--- src/rtl/hazard_fwd_unit_pkg.sv ---
// Shared types and constants for the hazard / forwarding unit.
package hazard_fwd_unit_pkg;

  // EX-stage operand mux selects.
  typedef enum logic [1:0] {
    FWD_RF  = 2'b00,
    FWD_WB  = 2'b01,
    FWD_MEM = 2'b10
  } fwd_sel_t;

  localparam int HAZ_AW_DEFAULT = 5;
  localparam int LOAD_STALL_MAX = 7;
  localparam int LD_CNT_W       = 3;

  // The youngest producer (EX/MEM) always wins over the older one (MEM/WB).
  function automatic fwd_sel_t fwd_pick(input logic mem_hit, input logic wb_hit);
    if (mem_hit)     return FWD_MEM;
    else if (wb_hit) return FWD_WB;
    else             return FWD_RF;
  endfunction

endpackage

--- src/rtl/hazard_fwd_unit_if.sv ---
// Pipeline-side bundle of the hazard / forwarding unit.
// master = pipeline (drives stage info, consumes controls), slave = hazard unit.
// There is no valid/ready handshake: every signal is a per-cycle level.
// ld_cnt_dbg / busy_dbg expose the internal state for checkers.
interface hazard_fwd_unit_if
  import hazard_fwd_unit_pkg::*;
#(
  parameter int AW      = HAZ_AW_DEFAULT,
  parameter int NUM_SRC = 2
);
  localparam int NREG = 2 ** AW;

  logic [NUM_SRC*AW-1:0] id_rs;
  logic [NUM_SRC-1:0]    id_rs_used;
  logic [AW-1:0]         id_rd;
  logic                  id_rw;
  logic [NUM_SRC*AW-1:0] id_ex_rs;
  logic [AW-1:0]         id_ex_rd;
  logic                  id_ex_mem_read;
  logic [AW-1:0]         ex_mem_rd;
  logic                  ex_mem_rw;
  logic [AW-1:0]         mem_wb_rd;
  logic                  mem_wb_rw;
  logic                  md_issue;
  logic [AW-1:0]         md_rd;
  logic                  md_done;
  logic [AW-1:0]         md_done_rd;
  logic                  branch_taken;

  logic [2*NUM_SRC-1:0]  fwd_sel;
  logic                  stall;
  logic                  flush_id_ex;
  logic                  flush_if_id;
  logic [31:0]           stall_cycles;
  logic [LD_CNT_W-1:0]   ld_cnt_dbg;
  logic [NREG-1:0]       busy_dbg;

  modport master (
    output id_rs, id_rs_used, id_rd, id_rw, id_ex_rs, id_ex_rd, id_ex_mem_read,
           ex_mem_rd, ex_mem_rw, mem_wb_rd, mem_wb_rw, md_issue, md_rd,
           md_done, md_done_rd, branch_taken,
    input  fwd_sel, stall, flush_id_ex, flush_if_id, stall_cycles,
           ld_cnt_dbg, busy_dbg
  );

  modport slave (
    input  id_rs, id_rs_used, id_rd, id_rw, id_ex_rs, id_ex_rd, id_ex_mem_read,
           ex_mem_rd, ex_mem_rw, mem_wb_rd, mem_wb_rw, md_issue, md_rd,
           md_done, md_done_rd, branch_taken,
    output fwd_sel, stall, flush_id_ex, flush_if_id, stall_cycles,
           ld_cnt_dbg, busy_dbg
  );

endinterface

--- src/rtl/hazard_scoreboard.sv ---
// Busy-register scoreboard for the multi-cycle mul/div unit.
// One set port (issue), one clear port (writeback), NLK lookup ports.
module hazard_scoreboard #(
  parameter int AW  = 5,
  parameter int NLK = 3
) (
  input  logic              clk,
  input  logic              rst_n,
  input  logic              set_i,
  input  logic [AW-1:0]     set_addr_i,
  input  logic              clr_i,
  input  logic [AW-1:0]     clr_addr_i,
  input  logic [NLK*AW-1:0] lk_addr_i,
  output logic [NLK-1:0]    lk_busy_o,
  output logic [2**AW-1:0]  busy_o
);
  localparam int NREG = 2 ** AW;

  logic [NREG-1:0] busy_q;
  logic [NREG-1:0] busy_d;

  // Clear first so a same-cycle set to the same register wins; x0 never busy.
  always_comb begin
    busy_d = busy_q;
    if (clr_i) busy_d[clr_addr_i] = 1'b0;
    if (set_i && (set_addr_i != '0)) busy_d[set_addr_i] = 1'b1;
    busy_d[0] = 1'b0;
  end

  // Busy vector register, cleared asynchronously.
  always_ff @(posedge clk or negedge rst_n) begin
    if (!rst_n) busy_q <= '0;
    else        busy_q <= busy_d;
  end

  for (genvar j = 0; j < NLK; j++) begin : g_lk
    assign lk_busy_o[j] = busy_q[lk_addr_i[j*AW +: AW]];
  end

  assign busy_o = busy_q;

endmodule

--- src/rtl/hazard_fwd_unit.sv ---
// Hazard detection and forwarding unit: operand forward selects, load-use
// stall with configurable length, mul/div scoreboard stall, branch flush.
// Optional stall-cycle counter enabled by defining HAZ_PERF_CNT_EN.
module hazard_fwd_unit
  import hazard_fwd_unit_pkg::*;
#(
  parameter int AW         = HAZ_AW_DEFAULT,
  parameter int NUM_SRC    = 2,
  parameter int LOAD_STALL = 1
) (
  input logic               clk,
  input logic               rst_n,
  hazard_fwd_unit_if.slave  bus
);

  if (LOAD_STALL < 1 || LOAD_STALL > LOAD_STALL_MAX) begin : g_bad_load_stall
    $error("hazard_fwd_unit: LOAD_STALL must be in 1..7");
  end

  localparam logic [LD_CNT_W-1:0] LD_RELOAD = LD_CNT_W'(LOAD_STALL - 1);

  // ---------------- forwarding (EX-stage operands) ----------------
  logic [NUM_SRC-1:0] mem_hit;
  logic [NUM_SRC-1:0] wb_hit;
  logic [NUM_SRC-1:0] ld_match;

  for (genvar k = 0; k < NUM_SRC; k++) begin : g_src
    logic [AW-1:0] ex_rs;
    logic [AW-1:0] id_rs;
    assign ex_rs = bus.id_ex_rs[k*AW +: AW];
    assign id_rs = bus.id_rs[k*AW +: AW];
    assign mem_hit[k] = bus.ex_mem_rw && (bus.ex_mem_rd != '0) && (bus.ex_mem_rd == ex_rs);
    assign wb_hit[k]  = bus.mem_wb_rw && (bus.mem_wb_rd != '0) && (bus.mem_wb_rd == ex_rs);
    assign bus.fwd_sel[2*k +: 2] = fwd_pick(mem_hit[k], wb_hit[k]);
    assign ld_match[k] = bus.id_rs_used[k] && (id_rs == bus.id_ex_rd);
  end

  // ---------------- load-use detection ----------------
  logic load_hit;
  assign load_hit = bus.id_ex_mem_read && (bus.id_ex_rd != '0) && (|ld_match);

  // ---------------- scoreboard ----------------
  logic [NUM_SRC:0] lk_busy;
  logic             sb_hit;

  hazard_scoreboard #(
    .AW  (AW),
    .NLK (NUM_SRC + 1)
  ) u_sb (
    .clk        (clk),
    .rst_n      (rst_n),
    .set_i      (bus.md_issue),
    .set_addr_i (bus.md_rd),
    .clr_i      (bus.md_done),
    .clr_addr_i (bus.md_done_rd),
    .lk_addr_i  ({bus.id_rd, bus.id_rs}),
    .lk_busy_o  (lk_busy),
    .busy_o     (bus.busy_dbg)
  );

  // RAW on any used source, or WAW on the destination.
  assign sb_hit = (|(lk_busy[NUM_SRC-1:0] & bus.id_rs_used)) | (bus.id_rw & lk_busy[NUM_SRC]);

  // ---------------- load stall counter ----------------
  logic [LD_CNT_W-1:0] ld_cnt_q;
  logic [LD_CNT_W-1:0] ld_cnt_d;
  logic                stall;

  // The hit cycle itself stalls, the counter covers the remaining LOAD_STALL-1.
  always_comb begin
    ld_cnt_d = ld_cnt_q;
    if (bus.branch_taken)    ld_cnt_d = '0;
    else if (ld_cnt_q != '0) ld_cnt_d = ld_cnt_q - 1'b1;
    else if (load_hit)       ld_cnt_d = LD_RELOAD;
  end

  // Load stall counter register.
  always_ff @(posedge clk or negedge rst_n) begin
    if (!rst_n) ld_cnt_q <= '0;
    else        ld_cnt_q <= ld_cnt_d;
  end

  assign stall           = (load_hit | (ld_cnt_q != '0) | sb_hit) & ~bus.branch_taken;
  assign bus.stall       = stall;
  assign bus.flush_id_ex = stall | bus.branch_taken;
  assign bus.flush_if_id = bus.branch_taken;
  assign bus.ld_cnt_dbg  = ld_cnt_q;

  // ---------------- optional stall-cycle counter ----------------
`ifdef HAZ_PERF_CNT_EN
  logic [31:0] perf_q;
  logic [31:0] perf_d;

  // Saturating count of stalled cycles.
  always_comb begin
    perf_d = perf_q;
    if (stall && (perf_q != 32'hFFFF_FFFF)) perf_d = perf_q + 32'd1;
  end

  // Stall-cycle counter register.
  always_ff @(posedge clk or negedge rst_n) begin
    if (!rst_n) perf_q <= '0;
    else        perf_q <= perf_d;
  end

  assign bus.stall_cycles = perf_q;
`else
  assign bus.stall_cycles = '0;
`endif

endmodule
--- src/flat_wrapper.sv ---
// flat-port wrapper written by rule: the top's interface ports become plain ports
module hazard_fwd_unit_flat import hazard_fwd_unit_pkg::*;
#(
  parameter int AW         = HAZ_AW_DEFAULT,
  parameter int NUM_SRC    = 2,
  parameter int LOAD_STALL = 1
)
  (clk, rst_n, bus_id_rs, bus_id_rs_used, bus_id_rd, bus_id_rw, bus_id_ex_rs, bus_id_ex_rd, bus_id_ex_mem_read, bus_ex_mem_rd, bus_ex_mem_rw, bus_mem_wb_rd, bus_mem_wb_rw, bus_md_issue, bus_md_rd, bus_md_done, bus_md_done_rd, bus_branch_taken, bus_fwd_sel, bus_stall, bus_flush_id_ex, bus_flush_if_id, bus_stall_cycles, bus_ld_cnt_dbg, bus_busy_dbg);
  hazard_fwd_unit_if #(.AW(AW), .NUM_SRC(NUM_SRC)) bus_i ();
  input logic clk;
  input logic rst_n;
  input wire logic [$bits(bus_i.id_rs)-1:0] bus_id_rs;
  input wire logic [$bits(bus_i.id_rs_used)-1:0] bus_id_rs_used;
  input wire logic [$bits(bus_i.id_rd)-1:0] bus_id_rd;
  input wire logic [$bits(bus_i.id_rw)-1:0] bus_id_rw;
  input wire logic [$bits(bus_i.id_ex_rs)-1:0] bus_id_ex_rs;
  input wire logic [$bits(bus_i.id_ex_rd)-1:0] bus_id_ex_rd;
  input wire logic [$bits(bus_i.id_ex_mem_read)-1:0] bus_id_ex_mem_read;
  input wire logic [$bits(bus_i.ex_mem_rd)-1:0] bus_ex_mem_rd;
  input wire logic [$bits(bus_i.ex_mem_rw)-1:0] bus_ex_mem_rw;
  input wire logic [$bits(bus_i.mem_wb_rd)-1:0] bus_mem_wb_rd;
  input wire logic [$bits(bus_i.mem_wb_rw)-1:0] bus_mem_wb_rw;
  input wire logic [$bits(bus_i.md_issue)-1:0] bus_md_issue;
  input wire logic [$bits(bus_i.md_rd)-1:0] bus_md_rd;
  input wire logic [$bits(bus_i.md_done)-1:0] bus_md_done;
  input wire logic [$bits(bus_i.md_done_rd)-1:0] bus_md_done_rd;
  input wire logic [$bits(bus_i.branch_taken)-1:0] bus_branch_taken;
  output wire logic [$bits(bus_i.fwd_sel)-1:0] bus_fwd_sel;
  output wire logic [$bits(bus_i.stall)-1:0] bus_stall;
  output wire logic [$bits(bus_i.flush_id_ex)-1:0] bus_flush_id_ex;
  output wire logic [$bits(bus_i.flush_if_id)-1:0] bus_flush_if_id;
  output wire logic [$bits(bus_i.stall_cycles)-1:0] bus_stall_cycles;
  output wire logic [$bits(bus_i.ld_cnt_dbg)-1:0] bus_ld_cnt_dbg;
  output wire logic [$bits(bus_i.busy_dbg)-1:0] bus_busy_dbg;
  assign bus_i.id_rs = bus_id_rs;
  assign bus_i.id_rs_used = bus_id_rs_used;
  assign bus_i.id_rd = bus_id_rd;
  assign bus_i.id_rw = bus_id_rw;
  assign bus_i.id_ex_rs = bus_id_ex_rs;
  assign bus_i.id_ex_rd = bus_id_ex_rd;
  assign bus_i.id_ex_mem_read = bus_id_ex_mem_read;
  assign bus_i.ex_mem_rd = bus_ex_mem_rd;
  assign bus_i.ex_mem_rw = bus_ex_mem_rw;
  assign bus_i.mem_wb_rd = bus_mem_wb_rd;
  assign bus_i.mem_wb_rw = bus_mem_wb_rw;
  assign bus_i.md_issue = bus_md_issue;
  assign bus_i.md_rd = bus_md_rd;
  assign bus_i.md_done = bus_md_done;
  assign bus_i.md_done_rd = bus_md_done_rd;
  assign bus_i.branch_taken = bus_branch_taken;
  assign bus_fwd_sel = bus_i.fwd_sel;
  assign bus_stall = bus_i.stall;
  assign bus_flush_id_ex = bus_i.flush_id_ex;
  assign bus_flush_if_id = bus_i.flush_if_id;
  assign bus_stall_cycles = bus_i.stall_cycles;
  assign bus_ld_cnt_dbg = bus_i.ld_cnt_dbg;
  assign bus_busy_dbg = bus_i.busy_dbg;
  hazard_fwd_unit #(.AW(AW), .NUM_SRC(NUM_SRC), .LOAD_STALL(LOAD_STALL)) u_core (.clk(clk), .rst_n(rst_n), .bus(bus_i));
endmodule
--- config.mk ---
export PLATFORM = sky130hd
export DESIGN_NAME = hazard_fwd_unit_flat
export DESIGN_NICKNAME = d
export VERILOG_FILES = /design/src/rtl/hazard_fwd_unit_pkg.sv /design/src/rtl/hazard_fwd_unit_if.sv /design/src/rtl/hazard_scoreboard.sv /design/src/rtl/hazard_fwd_unit.sv /design/src/flat_wrapper.sv
export SDC_FILE = /design/constraint.sdc
export NUM_CORES = 1
export LEC_CHECK = 0
export ABC_AREA = 1
export CORE_MARGIN = 2
export CORE_UTILIZATION = 40
export DETAILED_ROUTE_END_ITERATION = 12
export GPL_TIMING_DRIVEN = 0
export PLACE_DENSITY = 0.76
export SYNTH_ARGS = -nofsm -noshare
export SYNTH_HDL_FRONTEND = slang
export SYNTH_SLANG_ARGS = --single-unit
--- constraint.sdc ---
create_clock -name clk -period 1.7 [get_ports clk]
set_clock_uncertainty 0.15 [all_clocks]
set_input_delay 0.17 -clock clk [delete_from_list [all_inputs] [get_ports clk]]
set_output_delay 0.17 -clock clk [all_outputs]
set_load 0.005 [all_outputs]
==> impl_metrics.toml, run 1 <==
[die]
die_y_um = 94.39
core_um2 = 7807
std_cell_rows = 32
start_util_pct = 41.86
ios = 135
die_w_um = 94.39
die-area_um2 = 8909

[global_routing]
gr-total-overflow = 0
top_usage_layer = "met2"
antenna_found_initial = 0
met1_usage_pct = 30.69
grt_pass1_wl_mm = 18.00
grt_pass1_vias = 3810
grt_use_met2_pct = 45.36
track_usage_pct = 25.34
grt_max_degree = 35
met3_usage_pct = 4.230

[clock_network]
path_clk_slew_ns = 0.07
clkSinkCount = 34
clk_latency_ns = 0.28
cts-root-buf = "clkbuf_8"
cts_tree = "built"
cts_max_level = 2
numCtsBuffers = 5
clock_path_buffers = 2

[run]
maxCapViolations = 0

[power]
clkPwrFrac_pct = 16.6
power_leakage_nw = 2.551
intPower_mw = 2.299
irDropWorstVdd_v = 0.0007111
p_sw_share_pct = 37.99
power_frac_comb_pct = 52.2
power-per-cell-area_nw_per_um2 = 739.6
pwr-share-seq_pct = 31.2
p_sw_mw = 1.408
total_power_mw = 3.707

[logic_synthesis]
synthAdderAreaFrac_pct = 0.7657
synthCells = 503
yosys-top-cells-area = "dfrtp_1 26%, nand3_1 17%, nand2_1 13%"
synth-seq-area-share_pct = 26.03
netlist.area_leader.share_pct = 26.03
synth_area_um2 = 3268
synth_top_family_by_area = "simple AND/OR/NAND/NOR gates"
synth_top_area_cell = "dfrtp_1"
synthXorXnorAreaFrac_pct = 5.628
ys_types = 33
synthMuxAreaShare_pct = 0
synthSimpleGateAreaFrac_pct = 36.14
syn_avg_cell_area_um2 = 6.497
synth_compound_area_share_pct = 12.86
synth_seq_cells = 34
yosysWarnings = 0

[timing]
fmax_ghz = 0.4984
min_period_over_period_pct = 118.0
worst_pin_slew_ns = 0.7364
final-hold-violation-count = 0
worst_slack_ns = -0.3063
drv_slew = 0
slew_headroom_pct = 50.91
holdWs_ns = 0.3284
rsz0062_at_grt = "yes"
setup_violations = 2
finalCriticalPeriod_ns = 2.006

[run_status]
violations = "setup timing"
status = "finished, violations left"

[placed_design]
routabilityCongestion = 0.9615
dp_cells = 733
io_buffer_count = 96
hpwl_mm = 8.717

[cells_and_area]
layout_common_cells = "109 x nand2_1, 87 x nand3_1, 68 x buf_4"
layout_commonest_cell = "nand2_1"
finalNetCount = 735
fill_cells = 689
register_area_um2 = 853.3
n_antenna_cell = 0
drive_above_1_share_pct = 26.45
synthToLayoutAreaGrowth_pct = 53.37
finalNonFillerCells = 775
multiInputGateArea_um2 = 2140

[detailed_routing]
first_pass_iters = 5
detail_route.wl_per_cell_um = 14.95
via_per_inst = 5.201
antenna_left = 0
finalWirelength_mm = 11.59
drtIter0Drc = 279
vias = 4031
drc_errors = 0

[critical_path]
endpoint_kind = "output port"
critical_path.startpoint_type = "flop"
crit_type = "reg2out"
arrival_ns = 1.69
worst-endpoint-required_ns = 1.38
crit_fanout = 3

[hold_path]
hp-class = "in2async"
==> cell usage after synthesis <==
| library cell | instances |
|---|---|
| o31ai_1 | 1 |
| xor2_1 | 11 |
| conb_1 | 1 |
| nor2_4 | 1 |
| or2_2 | 2 |
| nand3_2 | 2 |
| xnor2_1 | 10 |
| nand2_2 | 1 |
| o22ai_1 | 2 |
| inv_2 | 4 |
| buf_6 | 7 |
| buf_2 | 3 |
| inv_4 | 2 |
| nand2_1 | 115 |
| inv_1 | 54 |
| inv_6 | 1 |
| nor2_1 | 20 |
| nor3_1 | 4 |
| buf_4 | 36 |
| nand4_1 | 3 |
| o41ai_1 | 1 |
| o211ai_1 | 2 |
| ha_1 | 2 |
| dfrtp_1 | 34 |
| nor3_2 | 2 |
| nand3_1 | 108 |
| o21ai_1 | 2 |
| o41ai_2 | 1 |
| a21oi_4 | 1 |
| a21oi_2 | 1 |
| nor2_2 | 2 |
| o21ai_0 | 65 |
| nor4_1 | 2 |
==> final timing paths <==
path	startpoint	to	slack [ns]	cells past startpoint
min	rst_n	u_core.u_sb.busy_o[19]	0.33	2
max reg2reg	u_core.bus.ld_cnt_dbg[0]	u_core.bus.ld_cnt_dbg[1]	0.28	6
max in group asynchronous	rst_n	u_core.u_sb.busy_o[1]	0.55	2
min in group clk	bus_branch_taken	u_core.bus.ld_cnt_dbg[0]	0.39	2
min reg2reg	u_core.bus.ld_cnt_dbg[0]	u_core.bus.ld_cnt_dbg[0]	0.40	1
max	u_core.u_sb.busy_o[21]	bus_flush_id_ex	-0.31	11
==> power by group through the flow <==
stage	logic, mW	clock network (mW)	registers, mW
after floorplan	0.747	0	1.14
after global placement	1.47	0	1.20
after detailed placement	1.50	0	1.19
after CTS	1.83	0.613	1.14
after global routing	2.10	0.641	1.18
final	1.93	0.615	1.16
==> repair_timing <==
action | 4_1_cts | 5_1_grt
setup endpoints to repair | 6 | 7
hold buffers | 1 | 0
hold endpoints to repair | 34 | 0
resized for setup | 95 | 40
gates cloned | 0 | 0
setup buffers | 31 | 2
pin swaps | 34 | 25
==> metal layers <==
layer,up-vias,routed length [um]
met2,234,5755
met5,-,0
met4,0,291
met1,1837,4450
li1,1933,-
met3,27,1089
==> through the flow <==
stage | util, % | area [um^2] | setup slack (ns) | TNS [ns]
2_1_floorplan | - | 3388 | 0.2919 | 0
3_3_place_gp | 57.34 | 4477 | -0.7432 | -13.52
3_5_place_dp | 57.28 | 4472 | -0.7982 | -4.339
4_1_cts | 62.47 | 4877 | -0.2431 | -0.4710
5_1_grt | 64.20 | 5012 | -0.3742 | -0.7374
6_report | 64.20 | 5012 | -0.3063 | -0.6075
==> cell families (layout without fill, tap and decap cells) <==
family	after synthesis	in the layout
simple gates	262	262
buf+inv	107	245
compound gates	76	76
flops	34	34
xor+xnor	21	21
fa+ha+maj	2	2
other cells	1	33
==> sequential cells by signal, summed over array words and instances, names as in the netlist <==
register,cells
u_core.u_sb.busy_o,31
u_core.bus.ld_cnt_dbg,3
==> critical path: stages, from the launching register on <==
cell and delay (ns):
dfrtp_1 0.40, inv_2 0.09, nand2_1 0.06, nand3_1 0.10, nand3_2 0.11, nand3_2 0.09
nand3_1 0.08, nand3_1 0.13, nand2_2 0.08, nor2_4 0.08, nand2_1 0.05, buf_2 0.12
==> area by class of cell <==
class	count	share of cell area [%]
plain buffers	46	7.389
repair buffers	130	23.69
inverters	61	4.768
clock inverters	2	0.2496
multi-input cells	394	42.69
flip-flops and latches	34	17.02
clock buffers	6	1.648
well taps	102	2.546
(Power assumes the default switching activity.)
==> inputs of run 2 (changes only) <==
--- a/config.mk
+++ b/config.mk
@@ -6,7 +6,7 @@
 export NUM_CORES = 1
 export LEC_CHECK = 0
 export ABC_AREA = 1
-export CORE_MARGIN = 2
+export CORE_MARGIN = 1.5
 export CORE_UTILIZATION = 40
 export DETAILED_ROUTE_END_ITERATION = 12
 export GPL_TIMING_DRIVEN = 0
==> run 2 against run 1 <==
  * The run still ends with setup timing left
  * Critical path depth unchanged
  * Worst hold slack got worse by 0.21 ns
  * Total power decreased by 1.5%
  * Sequential share of layout area about the same
  * Register-to-register slack about the same
  * Combinational power about the same
==> impl_metrics.toml, run 2 (synthesis gave the netlist of run 1 again) <==
[cells_and_area]
finalNetCount = 736
layout_common_cells = "107 x nand2_1, 91 x nand3_1, 70 x buf_4"
n_antenna_cell = 0
fin_area_um2 = 5001
largest_reg_flops = 31
layout_commonest_cell = "nand2_1"
drive_above_1_share_pct = 25.96
synthToLayoutAreaGrowth_pct = 53.02

[critical_path]
crit_type = "in2out"
crit_chain = "dlygate4sd2_1 -> inv_1 -> o22ai_1 -> nor2_1 -> nand3_2 -> nand2_2 -> a21oi_2 -> nand2_2 -> nor2_4 -> nand2_1 -> buf_2"
crit_fanout = 6
crit_path_max_incr_delay_ns = 0.39
endpoint_kind = "output port"
crit_slowest_cell = "dlygate4sd2_1"
worst-endpoint-required_ns = 1.38
arrival_ns = 1.64
path_delay_family = "buffers and inverters"
rrSetupSlack_ns = 0.29
critPathBufInv = 3
crit_path_frequent_cell = "nand2_2"
critPathLaunch = "bus_id_rs[7]"
r2r_start = "u_core.bus.ld_cnt_dbg[0]"
critical_path.startpoint_type = "input port"

[power]
p_sw_share_pct = 37.25
power_leakage_nw = 2.542
irDropWorstVdd_v = 0.0005354
power-per-cell-area_nw_per_um2 = 730.4
pwr-share-seq_pct = 31.8
p_sw_mw = 1.361
clkPwrFrac_pct = 16.2
power_frac_comb_pct = 52.0
intPower_mw = 2.292

[timing]
worst_slack_ns = -0.2613
slew_headroom_pct = 58.62
min_period_over_period_pct = 115.4
fmax_ghz = 0.5099
finalCriticalPeriod_ns = 1.961
rsz0062_at_grt = "yes"
setup_violations = 2
drv_slew = 0
worst_pin_slew_ns = 0.6187
final-hold-violation-count = 0
finalSetupTns_ns = -0.5148

[clock_network]
cts_max_level = 2
clkSinkCount = 34
path_clk_slew_ns = 0.06
clk_latency_ns = 0.28
cts-root-buf = "clkbuf_8"
hold_buffers = 0
numCtsBuffers = 5
cts_tree = "built"
clock_path_buffers = 2

[global_routing]
antenna_found_initial = 0
track_usage_pct = 25.02
gr-total-overflow = 0
grt_pass1_vias = 3737
grt_max_degree = 22
grt_pass1_wl_mm = 17.41

[detailed_routing]
first_pass_iters = 7
via_per_inst = 5.187
detail_route.wl_per_cell_um = 14.46
drc_errors = 0
finalWirelength_mm = 11.22
antenna_left = 0
vias = 4025
drtIter0Drc = 195

[placed_design]
routabilityCongestion = 0.9404
dpl_cell_area_um2 = 4492
hpwl_mm = 8.609
io_buffer_count = 96

[die]
start_util_pct = 41.86
die_y_um = 93.39
std_cell_rows = 32
ios = 135
die-area_um2 = 8722
die_w_um = 93.39
core_um2 = 7807

[run]
maxCapViolations = 0

[hold_path]
hp-class = "in2async"

[run_status]
violations = "setup timing"
status = "finished, violations left"
[run 2: cell count changes in the layout (fill, tap and decap cells not counted), sizes merged]
cell | before | now
dlymetal6s2s | 11 | 9
clkdlybuf4s50 | 59 | 62
dlygate4sd2 | 15 | 13
buf | 87 | 89
clkinvlp | 1 | 0
clkbuf | 7 | 10
clkdlybuf4s15 | 2 | 1
dlygate4sd3 | 1 | 0
[run 2: path summary, 6_finish.rpt]
| kind | cells after the start | endpoint |
|---|---|---|
| min in group clk | 2 | u_core.bus.ld_cnt_dbg[0] |
| max in group asynchronous | 2 | u_core.u_sb.busy_o[1] |
| worst max register to register | 6 | u_core.bus.ld_cnt_dbg[0] |
| worst min-delay path | 1 | u_core.bus.ld_cnt_dbg[2] |
| worst max-delay path | 11 | bus_flush_id_ex |
| worst min register to register | 1 | u_core.bus.ld_cnt_dbg[0] |
[run 2: metrics by stage]
step           power (mW)  hold WS [ns]  instances  setup slack (ns)  util [%]
3_3_place_gp        2.665        0.3821        733           -0.7359     57.34
6_report            3.653        0.1214        776           -0.2613     64.05
4_1_cts             3.469        0.1406        764           -0.2597     61.01
3_5_place_dp        2.694        0.3908        734           -0.7774     57.53
2_1_floorplan       1.887       -0.2756        535            0.2919         -
5_1_grt             3.894        0.1812        776           -0.3972     64.05
[run 2: repair_timing]
action,in CTS,in global routing
resized for setup,85,51
setup endpoints to repair,6,7
pin swaps,18,37
buffers inserted,22,12
[run 2: power groups by stage]
stage	registers, mW	clock network (mW)	logic [mW]
floorplan	1.14	0	0.747
global placement	1.20	0	1.47
detailed placement	1.20	0	1.50
CTS	1.17	0.597	1.71
global route	1.18	0.638	2.08
finish	1.16	0.593	1.90
[run 2: metal layers]
| layer | vias up | track usage (%) | wire (um) |
|---|---|---|---|
| li1 | 1936 | - | - |
| met5 | - | 0 | 0 |
| met2 | 222 | 45.95 | 5648 |
| met1 | 1843 | 29.81 | 4507 |
| met4 | 0 | 7.955 | 215 |
| met3 | 24 | 3.333 | 853 |
[run 2: cell type report]
cell class	count	area (um^2)
Buffer	46	370.4
Clock buffer	7	86.33
Clock inverter	1	5.005
Fill cell	699	2806
Inverter	61	239.0
Multi-Input combinational cell	394	2122
Sequential cell	34	852.1
Tap cell	102	127.6
Timing Repair Buffer	131	1199
==> inputs of run 3 (changes only) <==
==> constraint.sdc (replaced) <==
create_clock -name clk -period 1.7 [get_ports clk]
set_clock_uncertainty 0.15 [all_clocks]
set_input_delay 0.17 -clock clk [delete_from_list [all_inputs] [get_ports clk]]
set_output_delay 0.17 -clock clk [all_outputs]
set_load 0.1 [all_outputs]
==> run 3 against run 2 <==
  * The flow still finishes with violations (setup timing)
  * Non-clock buffer count down 13
  * Via count up 1.5%
  * Maximum frequency down 11%
  * Core utilization up 5.4 points
==> impl_metrics.toml, run 3 (synthesis gave the netlist of run 1 again) <==
[global_routing]
antenna_found_initial = 0
grt_max_degree = 35
grt_pass1_wl_mm = 18.25
gr-total-overflow = 0
grt_pass1_vias = 3693
track_usage_pct = 26.23

[cells_and_area]
layout_common_cells = "94 x nand2_1, 64 x o21ai_0, 61 x nand3_1"
finalNetCount = 723
layout_commonest_cell = "nand2_1"
synthToLayoutAreaGrowth_pct = 65.96
multiInputGateArea_um2 = 2414
largest_reg_flops = 31
n_antenna_cell = 0
drive_above_1_share_pct = 44.18
fin_area_um2 = 5424
register_area_um2 = 978.4
fill_cells = 656

[die]
die_y_um = 93.39
std_cell_rows = 32
start_util_pct = 41.86
core_um2 = 7807
die_w_um = 93.39
ios = 135
die-area_um2 = 8722

[critical_path]
crit_slowest_cell = "dfrtp_4"
arrival_ns = 1.89
critPathLaunch = "u_core.u_sb.busy_o[26]"
crit_path_frequent_cell = "nand3_2"
r2r_start = "u_core.bus.ld_cnt_dbg[1]"
endpoint_kind = "output port"
critical_path.startpoint_type = "flop"
worst-endpoint-required_ns = 1.38
crit_chain = "o211ai_1 -> nand3_1 -> nand3_2 -> nand3_2 -> nand3_2 -> nand2_2 -> nor2_4 -> nand2_8 -> buf_12"
crit_type = "reg2out"
crit_fanout = 5
crit_path_max_incr_delay_ns = 0.50

[placed_design]
dp_slack_ns = -1.455
io_buffer_count = 96
routabilityCongestion = 1.039
dpl_cell_area_um2 = 4726
hpwl_mm = 8.987

[clock_network]
path_clk_slew_ns = 0.07
numCtsBuffers = 5
clk_latency_ns = 0.29
cts_tree = "built"
cts-root-buf = "clkbuf_8"
clkSinkCount = 34
cts_max_level = 2
clock_path_buffers = 2

[detailed_routing]
vias = 4085
first_pass_iters = 7
detail_route.wl_per_cell_um = 15.76
via_per_inst = 5.354
drc_errors = 0
drtIter0Drc = 352
antenna_left = 0
finalWirelength_mm = 12.02

[timing]
rsz0062_at_grt = "yes"
fmax_ghz = 0.4520
worst_slack_ns = -0.5126
final-hold-violation-count = 0
drv_slew = 0
slew_headroom_pct = 50.29
finalCriticalPeriod_ns = 2.213
worst_pin_slew_ns = 0.7456
setup_violations = 13
min_period_over_period_pct = 130.2

[run_status]
violations = "setup timing"
status = "finished, violations left"

[power]
irDropWorstVdd_v = 0.0009942
power_leakage_nw = 2.557
power-per-cell-area_nw_per_um2 = 1028
total_power_mw = 5.578

[run]
maxCapViolations = 0

[hold_path]
hp-class = "in2async"
## run 3: cell count changes in the layout (fill, tap and decap cells not counted), sizes merged
| cell | before | now |
|---|---|---|
| dlygate4sd3 | 0 | 1 |
| buf | 89 | 86 |
| clkdlybuf4s50 | 62 | 26 |
| dlymetal6s2s | 9 | 7 |
| dlygate4sd2 | 13 | 9 |
| clkdlybuf4s15 | 1 | 30 |
| clkbuf | 10 | 12 |
## run 3: final timing paths
kind | slack [ns] | cells after the start | endpoint
min in group clk | 0.40 | 6 | u_core.bus.ld_cnt_dbg[2]
hold / removal | 0.32 | 2 | u_core.u_sb.busy_o[30]
setup reg to reg | 0.19 | 6 | u_core.bus.ld_cnt_dbg[1]
setup / recovery | -0.51 | 9 | bus_flush_id_ex
max in group asynchronous | 0.52 | 2 | u_core.u_sb.busy_o[5]
hold reg to reg | 0.42 | 1 | u_core.bus.ld_cnt_dbg[0]
## run 3: layer usage
layer	routed length (um)	track usage (%)	vias to the layer above
li1	-	-	1907
met1	4664	33.49	1837
met2	5882	45.17	302
met3	1110	4.065	39
met4	367	8.207	0
met5	0	0	-
## run 3: area by class of cell
cell class | instances | share of cell area, %
inverter | 61 | 5.421
sequential | 34 | 18.04
tap | 102 | 2.353
clock buffer | 7 | 1.592
clock inverter | 1 | 0.09227
timing repair buffer | 118 | 21.18
buffer | 46 | 6.828
multi-input combinational | 394 | 44.50
## run 3: critical path: cells and delay by family (launching register included)
kind / cells / cell delay (ns)
buffers and inverters: 1 / 0.17
AND/OR/NAND/NOR: 7 / 0.72
flip-flops: 1 / 0.50
AO/OA/AOI/OAI: 1 / 0.21
## run 3: power breakdown
group	internal (mW)	total [mW]	switching, mW
clock network	0.326	0.618	0.292
registers	1.10	1.35	0.247
logic	0.941	3.61	2.67
total	2.37	5.58	3.21
## run 3: stage by stage
| stage | setup TNS, ns | std cells | util, % | hold slack, ns |
|---|---|---|---|---|
| after global routing | -1.518 | 763 | 69.47 | 0.4139 |
| final | -1.118 | 763 | 69.47 | 0.3234 |
| after floorplan | -2.131 | 535 | - | -0.2756 |
| after detailed placement | -15.43 | 733 | 60.53 | 0.1218 |
| after global placement | -33.36 | 733 | 60.59 | 0.4056 |
| after CTS | -1.163 | 748 | 64.05 | 0.3422 |
## run 3: what timing repair did
| action | CTS | global route |
|---|---|---|
| pin swaps | 17 | 54 |
| hold buffers | 1 | 0 |
| resized for setup | 225 | 110 |
| setup buffers | 6 | 17 |
| setup endpoints to repair | 41 | 6 |
| hold endpoints to repair | 34 | 0 |
==> RTL edit, RTL diff (flow settings as in run 3) <==
`NUM_SRC` is set to 2 in 3 places; all go to 4.
--- a/src/rtl/hazard_fwd_unit_if.sv
+++ b/src/rtl/hazard_fwd_unit_if.sv
@@ -6,7 +6,7 @@
   import hazard_fwd_unit_pkg::*;
 #(
   parameter int AW      = HAZ_AW_DEFAULT,
-  parameter int NUM_SRC = 2
+  parameter int NUM_SRC = 4
 );
   localparam int NREG = 2 ** AW;
 
--- a/src/rtl/hazard_fwd_unit.sv
+++ b/src/rtl/hazard_fwd_unit.sv
@@ -5,7 +5,7 @@
   import hazard_fwd_unit_pkg::*;
 #(
   parameter int AW         = HAZ_AW_DEFAULT,
-  parameter int NUM_SRC    = 2,
+  parameter int NUM_SRC    = 4,
   parameter int LOAD_STALL = 1
 ) (
   input logic               clk,
--- a/src/flat_wrapper.sv
+++ b/src/flat_wrapper.sv
@@ -2,7 +2,7 @@
 module hazard_fwd_unit_flat import hazard_fwd_unit_pkg::*;
 #(
   parameter int AW         = HAZ_AW_DEFAULT,
-  parameter int NUM_SRC    = 2,
+  parameter int NUM_SRC    = 4,
   parameter int LOAD_STALL = 1
 )
   (clk, rst_n, bus_id_rs, bus_id_rs_used, bus_id_rd, bus_id_rw, bus_id_ex_rs, bus_id_ex_rd, bus_id_ex_mem_read, bus_ex_mem_rd, bus_ex_mem_rw, bus_mem_wb_rd, bus_mem_wb_rw, bus_md_issue, bus_md_rd, bus_md_done, bus_md_done_rd, bus_branch_taken, bus_fwd_sel, bus_stall, bus_flush_id_ex, bus_flush_if_id, bus_stall_cycles, bus_ld_cnt_dbg, bus_busy_dbg);
Interface: changed (resized bus_fwd_sel, bus_id_ex_rs, bus_id_rs and bus_id_rs_used); port bits go from 135 to 161. No check against the original RTL was run, so the function may have changed too.
==> RTL edit against run 3 <==
The flow still finishes with violations (negative setup slack); worst setup slack got worse by 91 ps; wire length increased by 51%; utilization decreased by 4.8 points; largest cell class unchanged; area after synthesis increased by 33%; power increased by 11%; sequential cell count unchanged; combinational power increased by 12%; non-clock buffer count increased by 34; design area increased by 24%.
==> RTL edit: results (changes against run 3) <==
| Metric | Value |
|---|---|
| Antenna violations before repair | `0 (unchanged)` |
| Total GRT Usage | `30.5% (+4.3 points)` |
| Min setup slack post-route | `-604 ps (-91.2 ps)` |
| Global Route met3 Usage | `3.03% (-1.0 points)` |
| Crit path to | `bus_flush_id_ex` |
| Reg clk slew, reported paths | `70 ps (about the same)` |
| Nets | `985 (+36%)` |
| Max-slew headroom | `49.2% (-1.1 points)` |
| Worst hold path type | `primary input to async pin` |
| Post-Synthesis Cells | `727 (+45%)` |
| Seq/Total Area, Yosys | `19.6% (-6.5 points)` |
| Worst reg2reg startpoint | `u_core.bus.ld_cnt_dbg[1]$_DFFE_PN0P_` |
| Mean routed wirelength per cell | `17.5 µm (+11%)` |
| Final setup vio count | `18 (+5)` |
| Vias | `5587 (+37%)` |
| Biggest cell delay along the critical path | `520 ps (+20 ps)` |
| Maximum VDD drop | `1.45 mV (+46%)` |
| Met3 wire len | `1390 µm (+25%)` |
| Reg2reg path depth | `7 (+1)` |
| Met1 Track Usage GR | `41.3% (+7.8 points)` |
| Netlist cell types | `31 (-6.1%)` |
| CP max FO | `4 (-1)` |
| DR WL met2 | `8730 µm (+48%)` |
| Status | `finished with violations` |
| R2R setup slack | `130 ps (-60 ps)` |
| Top post-synthesis cells by area | `nand3_1, dfrtp_1, nand2_1, o21ai_0, buf_4` |
| Port buffer count | `108 (+13%)` |
| Post-DP HPWL | `13300 µm (+48%)` |
| Failing checks | `negative setup slack` |
| Post-route insts no fill | `1037 (+36%)` |
| Initial drt markers | `531 (+51%)` |
| Share of cells above drive strength 1 | `31.6% (-13 points)` |
| Gpl congestion | `0.926 (-11%)` |
| Worst slack, placed | `-1600 ps (-146 ps)` |
| WL met1 | `7440 µm (+59%)` |
| Vias in the first global route | `5310 (+44%)` |
| Total iterations of the first detailed-routing run | `5 (-2)` |
| Commonest cells in the netlist | `nand2_1, nand3_1, o21ai_0` |
| GRT met2 Usage | `50.3% (+5.1 points)` |
| CP top delay family | `simple AND/OR/NAND/NOR gates` |
| WP data arrival | `1980 ps (+90 ps)` |
| Placement Cell Area | `6140 µm² (+30%)` |
| CTS buffer count | `5 (unchanged)` |
| Global-route wire length before repair | `27600 µm (+51%)` |
| CP Launch Point | `u_core.u_sb.busy_o[9]$_DFF_PN0_` |
| Leakage power | `3.17 nW (+24%)` |
| RR Endpoint | `u_core.bus.ld_cnt_dbg[2]$_DFFE_PN0P_` |
| Top_reg_cell synth | `dfrtp_1` |
RTL edit: what timing repair did:
| action | in CTS | in global routing |
|---|---|---|
| buffers inserted | 7 | 19 |
| endpoints found under the hold margin | 34 | 0 |
| pin swaps | 24 | 31 |
| endpoints found under the setup margin | 48 | 16 |
| gates resized for setup | 261 | 64 |
| hold buffers | 1 | 0 |
RTL edit: per-stage QoR:
stage	hold slack (ps)	setup TNS [ps]	utilization (%)
after floorplan	-276	-4990	-
after global placement	408	-39030	59.0
after detailed placement	122	-20650	59.0
after CTS	356	-1880	62.3
after global routing	407	-2720	64.6
final	352	-1990	64.6
RTL edit: cells by family (layout without fill, tap and decap cells):
kind of cell | count (synthesis) | after routing | synth area share, %
adders and majority gates | 2 | 2 | 0.575
buffers and inverters | 135 | 277 | 17.6
DFF | 34 | 34 | 19.6
AOI/OAI and AO/OA | 85 | 85 | 10.8
other | 1 | 33 | 0.0862
xor gates and xnor gates | 40 | 40 | 8.06
and+or+nand+nor | 430 | 430 | 43.3
RTL edit: where the power goes:
part | switching, mW | leakage (nW) | internal, mW | total, mW
Combinational | 2.96 | 2.74 | 1.10 | 4.06
Clock | 0.313 | 0.0472 | 0.325 | 0.639
Sequential | 0.408 | 0.380 | 1.10 | 1.51
RTL edit: layout make-up:
type | instances | area (µm²)
fill | 940 | 3680
timing repair buffer | 134 | 1320
multi-input combinational | 590 | 3240
inverter | 71 | 359
clock inverter | 2 | 12.5
buffer | 64 | 577
sequential | 34 | 978
tap | 136 | 170
clock buffer | 6 | 82.6
